===== config.mk =====
export PLATFORM = sky130hd
export DESIGN_NAME = div
export DESIGN_NICKNAME = d
export VERILOG_FILES = /design/src/rtl/div_pkg.sv /design/src/rtl/div_step.sv /design/src/rtl/div.sv
export SDC_FILE = /design/constraint.sdc
export NUM_CORES = 1
export LEC_CHECK = 0
export BUFFER_PORTS_ARGS = -buffer_cell sky130_fd_sc_hd__clkbuf_2
export CORE_ASPECT_RATIO = 1.2
export CORE_MARGIN = 5
export CORE_UTILIZATION = 50
export DETAILED_ROUTE_END_ITERATION = 12
export PLACE_DENSITY = 0.79
export SLEW_MARGIN = 0
export SYNTH_ARGS = -nofsm -noshare
export SYNTH_HDL_FRONTEND = slang
export SYNTH_SLANG_ARGS = --single-unit

===== constraint.sdc =====
create_clock -name clk -period 7.15 [get_ports clk]
set_input_delay 0 -clock clk [delete_from_list [all_inputs] [get_ports clk]]
set_output_delay 0 -clock clk [all_outputs]
set_load 0.02 [all_outputs]

===== src/rtl/div_pkg.sv =====
// div_pkg: shared encodings for the EX-stage divider and its stall handshake.
//   div_state_e       : divider FSM states (DivFree, DivByZero, DivOn, DivEnd)
//   DivResultReady/NotReady : ready_o levels
//   DivStart/DivStop  : start_i levels
//   Stop/NoStop       : stall request levels seen by the stall controller
package div_pkg;

  typedef enum logic [1:0] {
    DivFree   = 2'b00,
    DivByZero = 2'b01,
    DivOn     = 2'b10,
    DivEnd    = 2'b11
  } div_state_e;

  localparam logic DivResultReady    = 1'b1;
  localparam logic DivResultNotReady = 1'b0;
  localparam logic DivStart          = 1'b1;
  localparam logic DivStop           = 1'b0;
  localparam logic Stop              = 1'b1;
  localparam logic NoStop            = 1'b0;

endpackage


===== src/rtl/div_step.sv =====
// div_step: one combinational radix-2 restoring division step.
//   rem_i     : partial remainder (always < divisor_i)
//   dvd_i     : working dividend; its MSB is shifted into the remainder
//   divisor_i : divisor magnitude
//   rem_o     : next partial remainder
//   dvd_o     : dividend shifted left by one, LSB left as 0
//   qbit_o    : quotient bit produced by this step
module div_step #(
  parameter int DATA_W = 32
) (
  input  logic [DATA_W-1:0] rem_i,
  input  logic [DATA_W-1:0] dvd_i,
  input  logic [DATA_W-1:0] divisor_i,
  output logic [DATA_W-1:0] rem_o,
  output logic [DATA_W-1:0] dvd_o,
  output logic              qbit_o
);

  logic [DATA_W:0]   shifted;
  logic [DATA_W+1:0] trial;
  logic              unused_trial_msb;

  // Shifted remainder can reach 2*divisor-1, hence DATA_W+1 bits; the extra
  // top bit of the subtraction is the borrow that decides the quotient bit.
  assign shifted = {rem_i, dvd_i[DATA_W-1]};
  assign trial   = {1'b0, shifted} - {2'b00, divisor_i};
  assign qbit_o  = ~trial[DATA_W+1];
  // A non-negative trial is below the divisor, so its bit DATA_W is always 0.
  assign unused_trial_msb = trial[DATA_W];
  assign rem_o   = qbit_o ? trial[DATA_W-1:0] : shifted[DATA_W-1:0];
  assign dvd_o   = {dvd_i[DATA_W-2:0], 1'b0};

endmodule


===== src/rtl/div.sv =====
// div: multi-cycle restoring divider for the EX stage (DIV/DIVU).
//   clk, rst (async, active-low)
//   start_i, signed_div_i, opdata1_i (dividend), opdata2_i (divisor), annul_i
//   result_o = {remainder, quotient}, valid while ready_o
//   stallreq_o : EX stall request while a division is outstanding
// Build option: DIV_SIGNED_EN enables signed DIV (magnitude conversion and
// sign fixup); without it signed_div_i is ignored and all divisions are DIVU.
module div
  import div_pkg::*;
#(
  parameter int DATA_W = 32
) (
  input  logic                clk,
  input  logic                rst,
  input  logic                start_i,
  input  logic                signed_div_i,
  input  logic [DATA_W-1:0]   opdata1_i,
  input  logic [DATA_W-1:0]   opdata2_i,
  input  logic                annul_i,
  output logic [2*DATA_W-1:0] result_o,
  output logic                ready_o,
  output logic                stallreq_o
);

  localparam int CNT_W = $clog2(DATA_W);
  localparam logic [CNT_W-1:0] LAST_CNT = CNT_W'(DATA_W - 1);

  div_state_e          state_q, state_d;
  logic [CNT_W-1:0]    cnt_q, cnt_d;
  logic [DATA_W-1:0]   rem_q, rem_d;
  logic [DATA_W-1:0]   dvd_q, dvd_d;
  logic [DATA_W-1:0]   dsr_q, dsr_d;
  logic [2*DATA_W-1:0] result_q, result_d;
  logic                ready_q, ready_d;

  logic [DATA_W-1:0]   op1_mag, op2_mag, quo_fix, rem_fix;
  logic [DATA_W-1:0]   step_rem, step_dvd;
  logic                step_qbit;

`ifdef DIV_SIGNED_EN
  logic quo_neg_q, quo_neg_d;
  logic rem_neg_q, rem_neg_d;
  logic op1_neg, op2_neg;

  assign op1_neg = signed_div_i & opdata1_i[DATA_W-1];
  assign op2_neg = signed_div_i & opdata2_i[DATA_W-1];
  assign op1_mag = op1_neg ? (~opdata1_i + 1'b1) : opdata1_i;
  assign op2_mag = op2_neg ? (~opdata2_i + 1'b1) : opdata2_i;
  // Quotient truncates toward zero; remainder follows the dividend's sign.
  // 0x80000000 / -1 wraps back to 0x80000000 through the negation.
  assign quo_fix = quo_neg_q ? (~dvd_q + 1'b1) : dvd_q;
  assign rem_fix = rem_neg_q ? (~rem_q + 1'b1) : rem_q;
`else
  logic unused_signed_div;

  assign unused_signed_div = signed_div_i;
  assign op1_mag = opdata1_i;
  assign op2_mag = opdata2_i;
  assign quo_fix = dvd_q;
  assign rem_fix = rem_q;
`endif

  div_step #(.DATA_W(DATA_W)) u_step (
    .rem_i     (rem_q),
    .dvd_i     (dvd_q),
    .divisor_i (dsr_q),
    .rem_o     (step_rem),
    .dvd_o     (step_dvd),
    .qbit_o    (step_qbit)
  );

  always_comb begin
    state_d  = state_q;
    cnt_d    = cnt_q;
    rem_d    = rem_q;
    dvd_d    = dvd_q;
    dsr_d    = dsr_q;
    result_d = result_q;
    ready_d  = ready_q;
`ifdef DIV_SIGNED_EN
    quo_neg_d = quo_neg_q;
    rem_neg_d = rem_neg_q;
`endif
    case (state_q)
      DivFree: begin
        ready_d  = DivResultNotReady;
        result_d = '0;
        if (start_i == DivStart && !annul_i) begin
          dsr_d = op2_mag;
`ifdef DIV_SIGNED_EN
          quo_neg_d = op1_neg ^ op2_neg;
          rem_neg_d = op1_neg;
`endif
          if (opdata2_i == '0) begin
            state_d = DivByZero;
          end else begin
            state_d = DivOn;
            cnt_d   = '0;
            rem_d   = '0;
            dvd_d   = op1_mag;
          end
        end
      end
      DivByZero: begin
        if (annul_i) begin
          state_d = DivFree;
        end else begin
          // Division by zero yields zero quotient and zero remainder.
          rem_d   = '0;
          dvd_d   = '0;
          state_d = DivEnd;
        end
      end
      DivOn: begin
        if (annul_i) begin
          state_d = DivFree;
          ready_d = DivResultNotReady;
        end else begin
          rem_d = step_rem;
          // The working dividend register fills with quotient bits from the LSB.
          dvd_d = step_dvd | {{(DATA_W-1){1'b0}}, step_qbit};
          cnt_d = cnt_q + 1'b1;
          if (cnt_q == LAST_CNT) begin
            state_d = DivEnd;
          end
        end
      end
      DivEnd: begin
        if (annul_i || (ready_q && start_i == DivStop)) begin
          state_d  = DivFree;
          ready_d  = DivResultNotReady;
          result_d = '0;
        end else begin
          result_d = {rem_fix, quo_fix};
          ready_d  = DivResultReady;
        end
      end
      default: state_d = DivFree;
    endcase
  end

  always_ff @(posedge clk or negedge rst) begin
    if (!rst) begin
      state_q  <= DivFree;
      cnt_q    <= '0;
      rem_q    <= '0;
      dvd_q    <= '0;
      dsr_q    <= '0;
      result_q <= '0;
      ready_q  <= DivResultNotReady;
    end else begin
      state_q  <= state_d;
      cnt_q    <= cnt_d;
      rem_q    <= rem_d;
      dvd_q    <= dvd_d;
      dsr_q    <= dsr_d;
      result_q <= result_d;
      ready_q  <= ready_d;
    end
  end

`ifdef DIV_SIGNED_EN
  always_ff @(posedge clk or negedge rst) begin
    if (!rst) begin
      quo_neg_q <= 1'b0;
      rem_neg_q <= 1'b0;
    end else begin
      quo_neg_q <= quo_neg_d;
      rem_neg_q <= rem_neg_d;
    end
  end
`endif

  assign result_o   = result_q;
  assign ready_o    = ready_q;
  assign stallreq_o = (start_i & ~ready_q & ~annul_i) ? Stop : NoStop;

endmodule


==> impl_metrics.json <==
{
  "globalplace.congestion": 0.925,
  "utilization": 0.624,
  "io_pins": 135,
  "yosys.area_share.simple": 0.123,
  "hold_depth": 4,
  "syn_area_um2": 8820,
  "drive_gt1_frac": 0.217,
  "route.antenna.remaining_nets": 0,
  "root_buffer": "clkbuf_16",
  "die_w_um": 131,
  "endpoint_kind": "register",
  "synth_cells": 859,
  "synth_compound_area_frac": 0.227,
  "regArea_um2": 4200,
  "crit_top_cell": "a211oi_1",
  "most-common-layout-cells": "168 x dfrtp_1, 132 x clkbuf_2, 87 x nor2_1",
  "hp-class": "in -> reg",
  "final_common_cell": "dfrtp_1",
  "critPathMaxStageDelay_ns": 0.85,
  "clkTransAtPathRegs_ns": 0.07,
  "top_layer_used": "met4",
  "clockBufferDepth": 2,
  "cts_tree": "yes",
  "timing.fmax_mhz": 288,
  "vias": 7507,
  "ys_seq_area_frac": 0.477,
  "cp.required_ns": 7.46,
  "cp_num_cells": 9,
  "place.port_buffers": 133,
  "start_util": 0.506,
  "p_leak_uw": 0.00526,
  "synth_ff_type": "dfrtp_1",
  "cp_max_fo": 32,
  "wl_per_cell_um": 18.2,
  "path_buf_inv": 0,
  "hold_viol_final": 0,
  "critPathTopFamily": "compound AO/OA/AOI/OAI gates",
  "cts_made_buffers": 17,
  "tns_ns": 0,
  "arrival_ns": 3.78,
  "post-dp-hpwl_um": 15100,
  "post_cts_resized": 0,
  "pwr-share-seq": 0.311,
  "min_period_ns": 3.47,
  "fillers": 1415,
  "finClkSkew_ns": 0.00957,
  "antenna_found_initial": 0,
  "placementRows": 53,
  "p_sw_frac": 0.459,
  "min_delay_worst_endpoint": "state_q[0]$_DFFE_PN0P_",
  "drt-total-wl_um": 23000,
  "fin_cells": 1261,
  "first_iter_violations": 560,
  "min_period_over_period": 0.485,
  "synthMuxAreaShare": 0.0408,
  "worstSetupStartpointType": "register",
  "synth_fa_ha_area_frac": 0.0562,
  "power.internal_uw": 2720,
  "remaining_drc_errors": 0,
  "ir_drop_mv": 0.275,
  "clockPowerShare": 0.187,
  "pre_cts_slack_ns": 3.77,
  "route.met2.wl_um": 11600,
  "dr_wl_met3_um": 1290,
  "slew_headroom": 0.184,
  "vias_per_cell": 5.95,
  "r2r_setup_slack_ns": 3.68,
  "rr_endpoint": "rem_fix[28]$_DFFE_PN0P_",
  "syn_area_per_cell_um2": 10.3,
  "cp_cell_sequence": "ha_1, a211oi_1, o21bai_1, a211oi_1, o31ai_1, a211o_1, o2111ai_4, a211oi_1, a221o_1",
  "final_net_count": 1135,
  "status": "complete, no violations",
  "maxSlewViolCount": 0,
  "rsz0062_at_grt": "no",
  "clkLatencyLatePin_ns": 0.43,
  "setup_ws_ns": 3.68,
  "combPwrFrac": 0.502,
  "cts.sinks": 168,
  "overflow": 0,
  "reg2regPathDepth": 9,
  "die_y_um": 156,
  "p_per_area_nw_per_um2": 463,
  "synthXorXnorAreaFrac": 0.0278,
  "min-delay-start": "start_i",
  "multiInputGateArea_um2": 4210,
  "synth_edf_count": 0,
  "p_sw_uw": 2310,
  "synth_top_family_by_area": "compound AO/OA/AOI/OAI gates",
  "dpl.cell_count": 1162,
  "htree_levels": 4,
  "dr.pass1.iters": 7,
  "cts_setup_buffers": 0,
  "netlist-cell-type-count": 62,
  "syn_to_final_growth_pct": 23.3,
  "worstMarginPinSlew_ns": 1.22,
  "synth_seq_cells": 168,
  "die-area_um2": 20400,
  "fp.coreArea_um2": 17400,
  "async_reset_ff_frac": 1.00,
  "grt_max_degree": 109,
  "grt_pass1_vias": 7542,
  "finalSetupViolCount": 0,
  "syn_nets": 967,
  "track_usage": 0.224,
  "r2r-start": "rem_fix[17]$_DFFE_PN0P_",
  "grt_pass1_wl_um": 37900,
  "worst_path_max_delay_cell": "o2111ai_4",
  "drv_cap": 0,
  "wl_met1_um": 9670,
  "power_uw": 5030,
  "synth_warnings": 0,
  "path_class": "reg -> reg"
}
-- synth_stat cells, types with 14 or more instances --
| cell type | n | area, um^2 |
|---|---|---|
| nand4_1 | 27 | 169 |
| clkbuf_1 | 42 | 158 |
| nor2_1 | 87 | 327 |
| nand2_1 | 65 | 244 |
| o21ai_0 | 26 | 130 |
| ha_1 | 38 | 475 |
| a21oi_1 | 40 | 200 |
| a221oi_1 | 31 | 272 |
| dfrtp_1 | 168 | 4200 |
| a21o_1 | 14 | 105 |
| mux2_2 | 32 | 360 |
| inv_1 | 49 | 184 |
| a22o_1 | 67 | 587 |
| xor2_1 | 15 | 131 |
-- cell type report --
cell class,instances,share of cell area
flip-flops and latches,168,0.386
diodes,1,0.000230
multi-input cells,583,0.387
inverters,49,0.0169
clock inverters,15,0.0164
repair buffers,208,0.129
clock buffers,17,0.0391
well taps,220,0.0253
-- worst min-delay path: stages --
cell and delay, ns:
clkbuf_2 0.11, nand2_1 0.10, a221oi_1 0.14, a31oi_1 0.15
-- power by group through the flow --
| stage | Combinational (uW) | Clock (uW) | Sequential, uW |
|---|---|---|---|
| after floorplan | 1870 | 0 | 1560 |
| after CTS | 2520 | 952 | 1560 |
| after detailed placement | 2470 | 0 | 1580 |
| final | 2530 | 939 | 1560 |
| after global placement | 2410 | 0 | 1560 |
| after global routing | 2780 | 996 | 1610 |
-- per-stage QoR --
step	hold slack, ns	cell area (um^2)
6_report	0.105	10900
3_5_place_dp	0.209	9610
3_3_place_gp	0.206	9610
5_1_grt	0.142	10900
2_1_floorplan	-0.296	8820
4_1_cts	0.101	10900
-- how the worst max path moves through the flow --
stage                            start                      end  slack [ns]
3_3_place_gp   rem_fix[17]$_DFFE_PN0P_  rem_fix[28]$_DFFE_PN0P_        3.77
2_1_floorplan   rem_fix[0]$_DFFE_PN0P_  rem_fix[28]$_DFFE_PN0P_        4.46
5_1_grt        rem_fix[17]$_DFFE_PN0P_  rem_fix[28]$_DFFE_PN0P_        3.55
6_report       rem_fix[17]$_DFFE_PN0P_  rem_fix[28]$_DFFE_PN0P_        3.68
4_1_cts        rem_fix[17]$_DFFE_PN0P_  rem_fix[28]$_DFFE_PN0P_        3.74
3_5_place_dp   rem_fix[17]$_DFFE_PN0P_  rem_fix[28]$_DFFE_PN0P_        3.77
-- kinds of logic after synthesis --
logic type                 Yosys count
buffers and inverters              108
xor gates and xnor gates            28
DFF                                168
AOI/OAI and AO/OA                  250
adders and majority gates           39
muxes                               32
and+or+nand+nor                    234
-- registers in the layout (all words and copies together), names as in the netlist --
name / flops
cnt_q: 5
dsr_q: 32
dvd_q: 32
ready_o: 1
rem_fix: 32
result_o: 64
state_q: 2
-- layer usage --
layer / track usage / vias up
met5: 0 / -
met4: 0.0789 / 0
met3: 0.0433 / 43
li1: - / 3502
met1: 0.283 / 3695
met2: 0.387 / 267
-- timing repair --
action	CTS	global route
hold buffers	66	0
hold endpoints to repair	173	0
endpoints found under the setup margin	0	0
Power figures use the tool's default switching activity.
